## src/rtl/pipe_hazard_unit_pkg.sv

```systemverilog
// Shared types and constants for the pipeline hazard/forwarding controller.
// The scoreboard dest field is sized for the widest supported register address.
package pipe_hazard_unit_pkg;

    localparam int DEST_W_MAX = 8;

    localparam int STG_EX  = 1;
    localparam int STG_MEM = 2;
    localparam int STG_WB  = 3;

    localparam int FWD_RF = 0;

    typedef struct packed {
        logic                  valid;
        logic [DEST_W_MAX-1:0] dest;
        logic                  regwrite;
        logic                  memread;
    } sb_entry_t;

endpackage

```

## src/rtl/pipe_hazard_unit_hazard_operand_match.sv

```systemverilog
// Priority match of one source operand against the in-flight scoreboard:
// youngest producer wins, then readiness decides between forward and hazard.
module hazard_operand_match
    import pipe_hazard_unit_pkg::*;
#(
    parameter int DEPTH      = 3,
    parameter int REG_ADDR_W = 5,
    parameter int ALU_RDY    = 2,
    parameter int LOAD_RDY   = 3,
    parameter int RF_BYPASS  = 1,
    parameter int SEL_W      = 2
) (
    input  sb_entry_t [DEPTH:1]      sb,
    input  logic [REG_ADDR_W-1:0]    src,
    input  logic                     use_src,
    output logic                     hazard,
    output logic [SEL_W-1:0]         fwd
);

    logic [DEST_W_MAX-1:0] src_ext;
    logic                  found;

    assign src_ext = DEST_W_MAX'(src);

    always_comb begin
        hazard = 1'b0;
        fwd    = SEL_W'(FWD_RF);
        found  = 1'b0;
        for (int k = 1; k <= DEPTH; k++) begin
            if (!found && use_src && (src_ext != '0) && sb[k].valid &&
                sb[k].regwrite && (sb[k].dest == src_ext)) begin
                found = 1'b1;
                if (k >= (sb[k].memread ? LOAD_RDY : ALU_RDY)) begin
                    // write-before-read register file already supplies the WB value
                    if (!((k == DEPTH) && (RF_BYPASS != 0)))
                        fwd = SEL_W'(k);
                end else begin
                    hazard = 1'b1;
                end
            end
        end
    end

endmodule

```

## src/rtl/pipe_hazard_unit.sv

```systemverilog
// Hazard and forwarding controller: scoreboard shift-chain of in-flight
// destinations driving stall, flush, bubble and forward selects.
module pipe_hazard_unit
    import pipe_hazard_unit_pkg::*;
#(
    parameter int DEPTH      = STG_WB,
    parameter int REG_ADDR_W = 5,
    parameter int ALU_RDY    = 2,
    parameter int LOAD_RDY   = 3,
    parameter int RF_BYPASS  = 1,
    parameter int SEL_W      = 2,
    parameter int CNT_W      = 16
) (
    input  logic                  clk,
    input  logic                  reset,
    input  logic                  id_valid_i,
    input  logic [REG_ADDR_W-1:0] id_rs_i,
    input  logic [REG_ADDR_W-1:0] id_rt_i,
    input  logic                  id_use_rs_i,
    input  logic                  id_use_rt_i,
    input  logic [REG_ADDR_W-1:0] id_dest_i,
    input  logic                  id_regwrite_i,
    input  logic                  id_memread_i,
    input  logic                  redirect_i,
    output logic                  stall_o,
    output logic                  ifid_flush_o,
    output logic                  idex_bubble_o,
    output logic [SEL_W-1:0]      fwd_a_o,
    output logic [SEL_W-1:0]      fwd_b_o,
    output logic [CNT_W-1:0]      stall_cnt_o,
    output logic [CNT_W-1:0]      flush_cnt_o
);

    sb_entry_t [DEPTH:1] sb_q;
    sb_entry_t           sb_in;
    logic                hazard_a;
    logic                hazard_b;
    logic                issue;

    hazard_operand_match #(
        .DEPTH(DEPTH), .REG_ADDR_W(REG_ADDR_W), .ALU_RDY(ALU_RDY),
        .LOAD_RDY(LOAD_RDY), .RF_BYPASS(RF_BYPASS), .SEL_W(SEL_W)
    ) u_match_rs (
        .sb      (sb_q),
        .src     (id_rs_i),
        .use_src (id_use_rs_i),
        .hazard  (hazard_a),
        .fwd     (fwd_a_o)
    );

    hazard_operand_match #(
        .DEPTH(DEPTH), .REG_ADDR_W(REG_ADDR_W), .ALU_RDY(ALU_RDY),
        .LOAD_RDY(LOAD_RDY), .RF_BYPASS(RF_BYPASS), .SEL_W(SEL_W)
    ) u_match_rt (
        .sb      (sb_q),
        .src     (id_rt_i),
        .use_src (id_use_rt_i),
        .hazard  (hazard_b),
        .fwd     (fwd_b_o)
    );

    // redirect outranks a pending hazard: the ID instruction is being squashed anyway
    assign stall_o       = id_valid_i && (hazard_a || hazard_b) && !redirect_i;
    assign idex_bubble_o = stall_o || redirect_i;
    assign ifid_flush_o  = redirect_i;
    assign issue         = id_valid_i && !stall_o && !redirect_i;

    always_comb begin
        sb_in = '0;
        if (issue) begin
            sb_in.valid    = 1'b1;
            sb_in.dest     = DEST_W_MAX'(id_dest_i);
            sb_in.regwrite = id_regwrite_i;
            sb_in.memread  = id_memread_i;
        end
    end

    always_ff @(posedge clk or negedge reset) begin
        if (!reset) begin
            sb_q <= '0;
        end else begin
            sb_q[STG_EX] <= sb_in;
            for (int k = STG_MEM; k <= DEPTH; k++)
                sb_q[k] <= sb_q[k-1];
        end
    end

    always_ff @(posedge clk or negedge reset) begin
        if (!reset) begin
            stall_cnt_o <= '0;
            flush_cnt_o <= '0;
        end else begin
            if (stall_o)
                stall_cnt_o <= stall_cnt_o + CNT_W'(1);
            if (redirect_i)
                flush_cnt_o <= flush_cnt_o + CNT_W'(1);
        end
    end

endmodule

```

## config.mk

```make
export PLATFORM = sky130hd
export DESIGN_NAME = pipe_hazard_unit
export DESIGN_NICKNAME = d
export VERILOG_FILES = /design/src/rtl/pipe_hazard_unit_pkg.sv /design/src/rtl/pipe_hazard_unit_hazard_operand_match.sv /design/src/rtl/pipe_hazard_unit.sv
export SDC_FILE = /design/constraint.sdc
export NUM_CORES = 1
export LEC_CHECK = 0
export CORE_ASPECT_RATIO = 2
export CORE_MARGIN = 2
export CORE_UTILIZATION = 43
export DETAILED_ROUTE_END_ITERATION = 16
export PLACE_DENSITY = 0.75
export REMOVE_ABC_BUFFERS = 1
export SETUP_SLACK_MARGIN = 0.15
export SLEW_MARGIN = 20
export SYNTH_ARGS = -nofsm -noshare
export SYNTH_HDL_FRONTEND = slang
export SYNTH_SLANG_ARGS = --single-unit
```

## constraint.sdc

```tcl
create_clock -name clk -period 2.6 [get_ports clk]
set_clock_uncertainty 0.15 [all_clocks]
set_input_delay 0.52 -clock clk [delete_from_list [all_inputs] [get_ports clk]]
set_output_delay 0.52 -clock clk [all_outputs]
set_load 0.05 [all_outputs]
```

* After elaboration in Yosys (flattened, before gate mapping)
Index checks and enable logic that the tools add are counted. W data, S select, Z words.
Storage, ports and cells: register bits after elaboration 65, bits of input ports 23, output and inout port bits 39, word-level logic and storage cells 93
Cells by class: add/subtract/negate cells 2, order comparisons 3, equal/unequal tests 6, muxes and demuxes 26, reduce and logical (&&, ||, !) cells 42
Operators with widths (number):
- $ge A3 B32 Y1 const A | 2
- $eq A8 B5 Y1 | 6
- $add A16 B1 Y16 const B | 2
- $ge A2 B32 Y1 const A | 1
- $logic_and A1 B1 Y1 | 32
- $mux W1 | 19
- $reduce_bool A8 Y1 | 2
- $mux W2 | 6
- $mux W11 | 1
- $logic_not A1 Y1 | 6
- $logic_or A1 B1 Y1 | 2

* Longest topological paths before layout
Gate-level depths: netlist of the first run.
word-level depth 27, mapped depth 8

* Hierarchy
A second synthesis of the first run with hierarchy kept.
Second synthesis, totals: cells, all modules 207, area total of the unflattened synthesis 2506.2 µm²
Modules (own cells, without submodules):
- pipe_hazard_unit | instances 1, cells an instance 151, area an instance 2083.2 µm², sequential area each 1401.3 µm²
- hazard_operand_match | instances 2, cells an instance 28, area an instance 211.5 µm², sequential area each 0.0 µm²

* Least setup slack after synthesis of the first run
OpenSTA, ideal clock, no wires.
kind input to output, from input port id_rs_i[1], to output port fwd_a_o[1], data arrival time 2.469 ns, required time 1.930 ns, setup slack -0.539 ns, stages on the path 4, cells stage by stage or4_1 -> o21ai_1 -> nor4_1 -> nor3b_1
On the way: cells in the longest elaborated chain, start to end 13
RTL lines:
- start: declaration | line pipe_hazard_unit.sv:17 | input logic [REG_ADDR_W-1:0] id_rs_i,
- $reduce_bool A8 Y1 | line pipe_hazard_unit_hazard_operand_match.sv:30 | if (!found && use_src && (src_ext != '0) && sb[k].valid &&
- $logic_and A1 B1 Y1 (3 in a row) | line pipe_hazard_unit_hazard_operand_match.sv:30
- $logic_and A1 B1 Y1 | line pipe_hazard_unit_hazard_operand_match.sv:31 | sb[k].regwrite && (sb[k].dest == src_ext)) begin
- $mux W1 | line pipe_hazard_unit_hazard_operand_match.sv:30
- $logic_not A1 Y1 | line pipe_hazard_unit_hazard_operand_match.sv:30
- $logic_and A1 B1 Y1 (4 in a row) | line pipe_hazard_unit_hazard_operand_match.sv:30
- $logic_and A1 B1 Y1 (*) | line pipe_hazard_unit_hazard_operand_match.sv:31
- $mux W2 (*) | line pipe_hazard_unit_hazard_operand_match.sv:30
- end: declaration | line pipe_hazard_unit.sv:28 | output logic [SEL_W-1:0] fwd_a_o,
Mark *: on every way between the ends. The rest lies on a longest branch, timed or not.

* Worst setup path after layout of the first run
from register sb_q[6] (netlist name), to output port stall_o
On the way: cells in the longest elaborated chain, start to end 20
RTL lines:
- start: declaration | line pipe_hazard_unit.sv:34 | sb_entry_t [DEPTH:1] sb_q;
- start signal: indexed assignment | line pipe_hazard_unit.sv:82 | sb_q[STG_EX] <= sb_in;
- start signal: indexed assignment | line pipe_hazard_unit.sv:84 | sb_q[k] <= sb_q[k-1];
- $eq A8 B5 Y1 | line pipe_hazard_unit_hazard_operand_match.sv:31
- $logic_and A1 B1 Y1 | line pipe_hazard_unit_hazard_operand_match.sv:31
- $mux W1 | line pipe_hazard_unit_hazard_operand_match.sv:30
- $logic_not A1 Y1 | line pipe_hazard_unit_hazard_operand_match.sv:30
- $logic_and A1 B1 Y1 (4 in a row) | line pipe_hazard_unit_hazard_operand_match.sv:30
- $logic_and A1 B1 Y1 | line pipe_hazard_unit_hazard_operand_match.sv:31
- $mux W1 | line pipe_hazard_unit_hazard_operand_match.sv:30
- $logic_not A1 Y1 | line pipe_hazard_unit_hazard_operand_match.sv:30
- $logic_and A1 B1 Y1 (4 in a row) | line pipe_hazard_unit_hazard_operand_match.sv:30
- $logic_and A1 B1 Y1 | line pipe_hazard_unit_hazard_operand_match.sv:31
- $mux W1 | line pipe_hazard_unit_hazard_operand_match.sv:30
- $logic_or A1 B1 Y1 (*) | line pipe_hazard_unit.sv:63 | assign stall_o = id_valid_i && (hazard_a || hazard_b) && !redirect_i;
- $logic_and A1 B1 Y1 (*) (2 in a row) | line pipe_hazard_unit.sv:63
- end: declaration | line pipe_hazard_unit.sv:25 | output logic stall_o,
Marked as above.

==> results of run 1 <==
[state kept, by name (all words and copies together), names as in the netlist]
signal / flops
flush_cnt_o: 16
sb_q: 16
stall_cnt_o: 16
[power by group through the flow]
stage	logic, mW	clock network [mW]	registers [mW]
floorplan	0.130	0	1.07
global placement	0.511	0	0.901
detailed placement	0.517	0	0.900
CTS	0.528	0.739	0.888
global route	0.558	0.776	0.898
finish	0.529	0.724	0.887
[worst paths after layout]
check | endpoint | slack [ns] | start | depth (start not counted)
max | stall_o | -0.12 | sb_q[6] | 7
min | flush_cnt_o[0] | 0.15 | reset | 2
max reg2reg | stall_cnt_o[10] | 0.22 | sb_q[6] | 9
min reg2reg | sb_q[11] | 0.20 | sb_q[0] | 0
max in group asynchronous | stall_cnt_o[0] | 1.73 | reset | 2
min in group clk | sb_q[11] | 0.20 | sb_q[0] | 0
[cell type report]
class	count	area, um^2
Sequential cell	48	1200
Fill cell	363	1610
Tap cell	58	72.6
Clock inverter	3	90.1
Clock buffer	5	68.8
Multi-Input combinational cell	143	1210
Inverter	11	41.3
Timing Repair Buffer	85	847
[placed cells by master, fill, tap and decap left out, drive strengths merged]
cell type,instances
mux2,2
clkdlybuf4s50,41
o21ai,3
dlymetal6s2s,1
a21o,1
nand4,13
dlygate4sd2,2
ha,2
buf,40
conb,2
or4,2
a2111oi,5
nand2b,1
nor2,14
nor3b,2
and3,5
or3,1
nand4b,1
nor3,1
clkbuf,6
a21oi,1
nor4,4
xor2,23
dfrtp,48
nand2,16
bufinv,3
inv,11
nand3,8
xnor2,27
a211oi,9
[routing by layer]
metal,share of wire [%],wire length [um]
met3,4.5,249
met5,0,0
met4,1.7,95
met2,59,3240
met1,35,1940
[kinds of logic after synthesis]
logic type | synth area share [%]
AO/OA/AOI/OAI | 6.51
XOR/XNOR | 19.0
buffers and inverters | 3.90
flip-flops | 52.1
AND/OR/NAND/NOR | 16.3
adder cells (fa/ha/maj) | 1.08
other | 0.163
multiplexers | 0.976
[metrics by stage]
step	util [%]	instance area, um^2	setup TNS, ns
6_report	68.8	3530	-0.222
5_1_grt	68.8	3530	-0.484
4_1_cts	65.9	3390	-0.264
3_5_place_dp	60.1	3090	-9.32
3_3_place_gp	60.1	3090	-7.79
2_1_floorplan	-	2260	-1.50
[what timing repair did]
action	in CTS	in global routing
setup endpoints to repair	28	17
gates resized for setup	66	19
hold endpoints to repair	0	0
buffers inserted	4	3
pin swaps	15	13
==> results.json, run 1 <==
{
  "drv_cap": 0,
  "power_frac_seq_pct": 41.5,
  "yosysTopAreaCell": "dfrtp_1",
  "cp_max_fo": 3,
  "crit_chain": "xnor2_1, nand4_1, nor4_4, nor2_2, buf_6, a21oi_4, buf_6",
  "synth_edf_count": 0,
  "n_antenna_cell": 0,
  "cts_max_level": 2,
  "ir_drop_v": 0.000766,
  "cts_buffer_depth": 2,
  "required_ns": 1.93,
  "endpoint_kind": "output pin",
  "worst_slack_ns": -0.122,
  "period_share_pct": 105,
  "die_x_um": 55.8,
  "clkPwrFrac_pct": 33.8,
  "power.internal_mw": 1.49,
  "cts_tree": "built",
  "grt_pass1_wl_um": 8870,
  "hpwl_um": 3800,
  "drc": 0,
  "crit_family": "simple AND/OR/NAND/NOR gates",
  "power_density_nw_per_um2": 606,
  "max_freq_mhz": 367,
  "ant_nets": 0,
  "wl_um": 5520,
  "async_reset_ff_share_pct": 100,
  "place_ws_ns": -0.565,
  "cpMostUsedCell": "buf_6",
  "synth_top_cell_area_share_pct": 52.1,
  "pin_count": 62,
  "gp_congestion": 0.821,
  "slew_headroom_pct": 59.5,
  "dr.pass1.iters": 4,
  "critical_path_arrival_ns": 2.05,
  "start_util_pct": 44.9,
  "slowest_delay_ns": 0.43,
  "syn_area_per_cell_um2": 11.0,
  "violations": "negative setup slack",
  "rsz0062_at_grt": "true",
  "grt_max_degree": 49,
  "grt-busiest-layer": "met2",
  "ys_types": 29,
  "cp-start-kind": "flip-flop",
  "viasPerCell": 5.26,
  "cpMaxStageDelayCell": "dfrtp_1",
  "drive_gt1_share_pct": 24.7,
  "path_buf_inv": 2,
  "outcome": "complete, but fails checks",
  "synthTopCellsByArea": "dfrtp_1 52%, xnor2_1 10%, xor2_1 8.7%",
  "finalNetCount": 319,
  "num_rows": 37,
  "clk_pin_slew_worst_paths_ns": 0.09,
  "met2_usage_pct": 36.1,
  "fin_cells": 353,
  "avgRoutedWirePerCell_um": 15.6,
  "leakage_nw": 1.60,
  "final-setup-viol-count": 3,
  "yosysWarnings": 0,
  "ys_seq_area_share_pct": 52.1,
  "yosys_register_bits": 48,
  "yosys-top-cells-count": "48 x dfrtp_1, 27 x xnor2_1, 23 x xor2_1",
  "power.total_mw": 2.14,
  "grt_use_total_pct": 19.1,
  "p_comb_share_pct": 24.7,
  "switching_power_uw": 646,
  "period_minus_slack_ns": 2.72,
  "grt_pass1_vias": 1833,
  "switching_share_pct": 30.2,
  "port_buffers": 59,
  "postSynthCellCount": 209,
  "cts_buffers": 5,
  "ys.flop_type": "dfrtp_1",
  "path_class": "reg2out",
  "drt-initial-drc-count": 30,
  "dieArea_um2": 6000,
  "maxSlewViolCount": 0,
  "coreArea_um2": 5140,
  "dieHeight_um": 108,
  "clkSinkCount": 48,
  "final_hold_viol_count": 0,
  "use_met3_pct": 3.37,
  "grt_overflow_total": 0,
  "hold_buffers": 0,
  "grtUsageMet1_pct": 20.4,
  "worst_hold_slack_ns": 0.154,
  "grt_antenna_before_repair": 0,
  "cts_root_buffer": "clkbuf_8",
  "worstHoldPathType": "in2async",
  "tightest_slew_ns": 0.608,
  "vias": 1857,
  "clk_latency_ns": 0.29,
  "synth.most_common_cell": "dfrtp_1",
  "netlist_area_um2": 2310,
  "syn_to_final_growth_pct": 53.1,
  "dp_cells": 338
}
Note: power is estimated with default switching activity, not from simulation.
==> run 2: changes to the inputs <==
CORE_UTILIZATION = 44   (was 43)
MAX_ROUTING_LAYER = met4   (was unset)
SYNTH_HIERARCHICAL = 1   (was unset)
==> run 2 against run 1 <==
Routed wire length shrank 3.1%. Final cell count grew 1.7%. Hold slack lost 0.016 ns. Critical path type is now in2out. Highest routed layer unchanged. Synthesized cell count shrank 4.8%. Utilization grew 0.26 points. Non-clock buffer count grew 2. Register-to-register slack lost 0.19 ns. First-iteration DRC count shrank 23%. Sequential power grew 0.8%. Synthesized area is essentially flat. Flip-flop and latch count is the same. Largest cell class unchanged. The flow still finishes with violations (negative setup slack). Count of clock-buffer cells in the layout grew 1.
==> results.json, run 2 <==
{
  "grt-busiest-layer": "met2",
  "grt_pass1_vias": 1856,
  "drive_gt1_share_pct": 29.2,
  "max_freq_mhz": 375,
  "finalNetCount": 325,
  "dp_cells": 343,
  "ir_drop_v": 0.000822,
  "pin_count": 62,
  "grt_max_degree": 49,
  "fin_setup_tns_ns": -0.192,
  "required_ns": 1.93,
  "num_rows": 37,
  "vias": 1797,
  "final_hold_viol_count": 0,
  "ff2ff_path_depth": 11,
  "endpoint_kind": "output pin",
  "outcome": "complete, but fails checks",
  "hold_buffers": 0,
  "leakage_nw": 1.56,
  "met2_usage_pct": 36.4,
  "n_antenna_cell": 0,
  "cts_max_level": 2,
  "viasPerCell": 5.01,
  "gp_congestion": 0.810,
  "grt_pass1_wl_um": 8540,
  "place_ws_ns": -0.539,
  "clk_pin_slew_worst_paths_ns": 0.09,
  "clk_latency_ns": 0.31,
  "layout_commonest_cell": "dfrtp_1",
  "cts_buffer_depth": 2,
  "cts_tree": "built",
  "yosysWarnings": 6,
  "final-setup-viol-count": 4,
  "dr.pass1.iters": 4,
  "worst_slack_ns": -0.0653,
  "period_share_pct": 103,
  "path_class": "in2out",
  "worstHoldPathType": "in2async",
  "crit_chain": "buf_6, or4_4, nor2_1, nand4b_1, o21bai_4, nor2_4, nor2_4, buf_8",
  "grt_overflow_total": 0,
  "r2r_end": "stall_cnt_o[9]",
  "clkSinkCount": 48,
  "violations": "negative setup slack",
  "fin_cells": 359,
  "cpMostUsedCell": "nor2_4",
  "grt_antenna_before_repair": 0,
  "cts_root_buffer": "clkbuf_8",
  "cts_buffers": 5,
  "worst_hold_slack_ns": 0.138,
  "drt-initial-drc-count": 23,
  "drc": 0,
  "most-common-layout-cells": "46 x dfrtp_1, 41 x clkdlybuf4s50_1, 33 x xnor2_1",
  "critical_path_arrival_ns": 2.00,
  "ff2ff_setup_slack_ns": 0.03,
  "grtUsageMet1_pct": 21.9,
  "cp_max_fo": 3,
  "hpwl_um": 3850,
  "ant_nets": 0,
  "syn_area_per_cell_um2": 11.6,
  "syn_to_final_growth_pct": 52.4,
  "cpMaxStageDelayCell": "or4_4",
  "port_buffers": 59,
  "die_x_um": 55.2,
  "slew_headroom_pct": 60.9,
  "period_minus_slack_ns": 2.67,
  "netlist_area_um2": 2310,
  "coreArea_um2": 5090,
  "slowest_delay_ns": 0.55,
  "power_density_nw_per_um2": 550,
  "timing.rr.start": "sb_q[4]",
  "dieHeight_um": 106,
  "power.total_mw": 1.93,
  "tightest_slew_ns": 0.586,
  "use_met3_pct": 3.09,
  "postSynthCellCount": 199,
  "maxSlewViolCount": 0,
  "rsz0062_at_grt": "true",
  "wl_um": 5350,
  "drv_cap": 0,
  "largestRegisters": "flush_cnt_o: 16 flops, sb_q: 16 flops, stall_cnt_o: 16 flops",
  "avgRoutedWirePerCell_um": 14.9,
  "grt_use_total_pct": 21.0,
  "dieArea_um2": 5870,
  "cp-start-kind": "input port",
  "start_util_pct": 45.3
}
-- run 2: cell count changes in the layout (fill, tap and decap cells not counted), sizes merged, moves of 4 or more --
cell,before,now
a211oi,9,0
nor2,14,8
xor2,23,9
a2111oi,5,0
inv,11,1
nor4,4,8
xnor2,27,41
and2,0,9
conb,2,14
-- run 2: how the worst max path moves through the flow --
stage / startpoint / to
floorplan: id_rs_i[0] / fwd_a_o[1]
global placement: id_rs_i[0] / stall_cnt_o[9]
detailed placement: id_rt_i[2] / stall_cnt_o[9]
CTS: sb_q[1] / stall_o
global route: id_rs_i[4] / idex_bubble_o
finish: id_rs_i[4] / stall_o
-- run 2: what timing repair did --
item | in CTS | in global routing
endpoints found under the setup margin | 20 | 14
gates resized for setup | 54 | 33
pin swaps | 19 | 23
setup buffers | 5 | 3
gates cloned | 0 | 0
-- run 2: cell type report --
cell class	instances	area, um^2
fillers	381	1580
multi-input cells	157	1300
flip-flops and latches	48	1200
repair buffers	87	835
clock buffers	6	82.6
well taps	58	72.6
clock inverters	2	15.0
inverters	1	3.75
-- run 2: worst max-delay path: cells and delay by family --
kind                   cells  cell delay, ns
AND/OR/NAND/NOR            5            1.13
AO/OA/AOI/OAI              1            0.10
buffers and inverters      2            0.23
-- run 2: routing by layer --
metal  vias to the layer above  wire length, um  part of all wire, %
li1                        869                -                    -
met1                       879             1990                   37
met2                        42             3060                   57
met3                         7              190                  3.6
met4                         0              110                  2.1
met5                         -                0                    0
-- run 2: where the power goes --
group / switching (mW) / internal, mW
combinational: 0.350 / 0.222
clock: 0.251 / 0.215
sequential: 0.0803 / 0.814
total: 0.680 / 1.25
-- run 2: stage by stage --
| step | util, % | instance area (um^2) |
|---|---|---|
| after floorplan | - | 2310 |
| after global placement | 61.8 | 3150 |
| after detailed placement | 61.8 | 3150 |
| after CTS | 65.7 | 3340 |
| after global routing | 69.0 | 3510 |
| final | 69.0 | 3510 |
==> run 3: changes to the inputs <==
SETUP_SLACK_MARGIN = unset   (was 0.15)
==> run 3 against run 2 <==
The run still ends with negative setup slack left. First-iteration DRC count is 13% higher. Register-to-register slack gained 0.11 ns. Utilization decreased by 1.7 points. Combinational power down 0.9%. Fmax down 0.24%. Sequential share of layout area grew 0.78 points. Final cell count is 0.84% lower. Global-route usage shrank 0.063 points. Non-clock buffer count is 3 lower. Final area shrank 2.4%. Routed wire length is 2.7% lower. Critical endpoint is now idex_bubble_o. Highest routed layer unchanged.
==> results.json, run 3 (same netlist as run 2, synthesis figures left out) <==
{
  "outcome": "complete, but fails checks",
  "violations": "negative setup slack",
  "dieArea_um2": 5870,
  "maxSlewViolCount": 0,
  "rsz0062_at_grt": "true",
  "clk_latency_ns": 0.31,
  "slew_headroom_pct": 60.8,
  "coreArea_um2": 5090,
  "tightest_slew_ns": 0.588,
  "max_freq_mhz": 374,
  "hold_buffers": 0,
  "leakage_nw": 1.48,
  "cts_root_buffer": "clkbuf_8",
  "cp_max_fo": 3,
  "endpoint_kind": "output pin",
  "worst_slack_ns": -0.0717,
  "cp-start-kind": "input port",
  "wl_um": 5210,
  "period_share_pct": 103,
  "grt_overflow_total": 0,
  "cts_buffer_depth": 2,
  "ir_drop_v": 0.000719,
  "fin_setup_tns_ns": -0.200,
  "finalNetCount": 322,
  "period_minus_slack_ns": 2.67,
  "critical_path_arrival_ns": 2.00,
  "ff2ff_setup_slack_ns": 0.14,
  "dieHeight_um": 106,
  "most-common-layout-cells": "48 x dfrtp_1, 42 x clkdlybuf4s50_1, 36 x xnor2_1",
  "layout_commonest_cell": "dfrtp_1",
  "gp_congestion": 0.810,
  "power_density_nw_per_um2": 561,
  "power.total_mw": 1.92,
  "num_rows": 37,
  "avgRoutedWirePerCell_um": 14.6,
  "syn_to_final_growth_pct": 48.7,
  "ant_nets": 0,
  "n_antenna_cell": 0,
  "grt_use_total_pct": 20.9,
  "place_ws_ns": -0.539,
  "grt_antenna_before_repair": 0,
  "worst_hold_slack_ns": 0.141,
  "final-setup-viol-count": 4,
  "drive_gt1_share_pct": 25.8,
  "cts_tree": "built",
  "pin_count": 62,
  "cts_max_level": 2,
  "start_util_pct": 45.3,
  "worstHoldPathType": "in2async",
  "dr.pass1.iters": 4,
  "grt_max_degree": 49,
  "drt-initial-drc-count": 26,
  "required_ns": 1.93,
  "die_x_um": 55.2,
  "drv_cap": 0,
  "clkSinkCount": 48,
  "cts_buffers": 5,
  "vias": 1785,
  "grt_pass1_vias": 1839,
  "path_class": "in2out",
  "largestRegisters": "flush_cnt_o: 16 flops, sb_q: 16 flops, stall_cnt_o: 16 flops",
  "final_hold_viol_count": 0,
  "port_buffers": 59,
  "grt_pass1_wl_um": 8470,
  "hpwl_um": 3850,
  "clk_pin_slew_worst_paths_ns": 0.08,
  "drc": 0,
  "viasPerCell": 5.01
}
[run 3: worst max-delay path: stages]
cell and delay (ns):
buf_6 0.09, or4_4 0.56, nor2_1 0.17, nand4b_1 0.20
o21bai_4 0.11, o21ai_2 0.12, nand2b_1 0.08, buf_6 0.15
[run 3: layout make-up]
type / count / area (um^2)
fillers: 396 / 1660
multi-input cells: 157 / 1260
flip-flops and latches: 48 / 1200
repair buffers: 84 / 798
clock buffers: 6 / 82.6
well taps: 58 / 72.6
clock inverters: 2 / 15.0
inverters: 1 / 3.75
[run 3: metal layers]
metal	vias to the layer above	track usage [%]	part of all wire, %
met4	0	9.76	2.8
met1	868	21.9	36
li1	862	-	-
met2	44	36.2	57
met3	11	3.09	3.6
met5	-	-	0
[run 3: what timing repair did]
action / 4_1_cts / 5_1_grt
endpoints found under the setup margin: 15 / 11
resized for setup: 50 / 23
setup buffers: 4 / 1
endpoints found under the hold margin: 0 / 0
pin swaps: 11 / 16
[run 3: path summary, 6_finish.rpt]
check	startpoint	to	cells past startpoint
worst max-delay path	id_rs_i[4]	idex_bubble_o	8
worst min-delay path	reset	flush_cnt_o[6]	2
worst max register to register	sb_q[4]	stall_cnt_o[12]	9
worst min register to register	sb_q[0]	sb_q[11]	0
max in group asynchronous	reset	flush_cnt_o[11]	2
min in group clk	sb_q[0]	sb_q[11]	0
[run 3: through the flow]
stage	cells	area, um^2	utilization [%]
global placement	343	3150	61.8
CTS	355	3320	65.1
finish	356	3430	67.3
detailed placement	343	3150	61.8
floorplan	206	2310	-
global route	356	3430	67.3
[run 3: where the power goes]
part	internal (mW)	total, mW	switching [mW]
clock network	0.215	0.464	0.248
logic	0.220	0.567	0.347
registers	0.814	0.894	0.0801
total	1.25	1.92	0.675
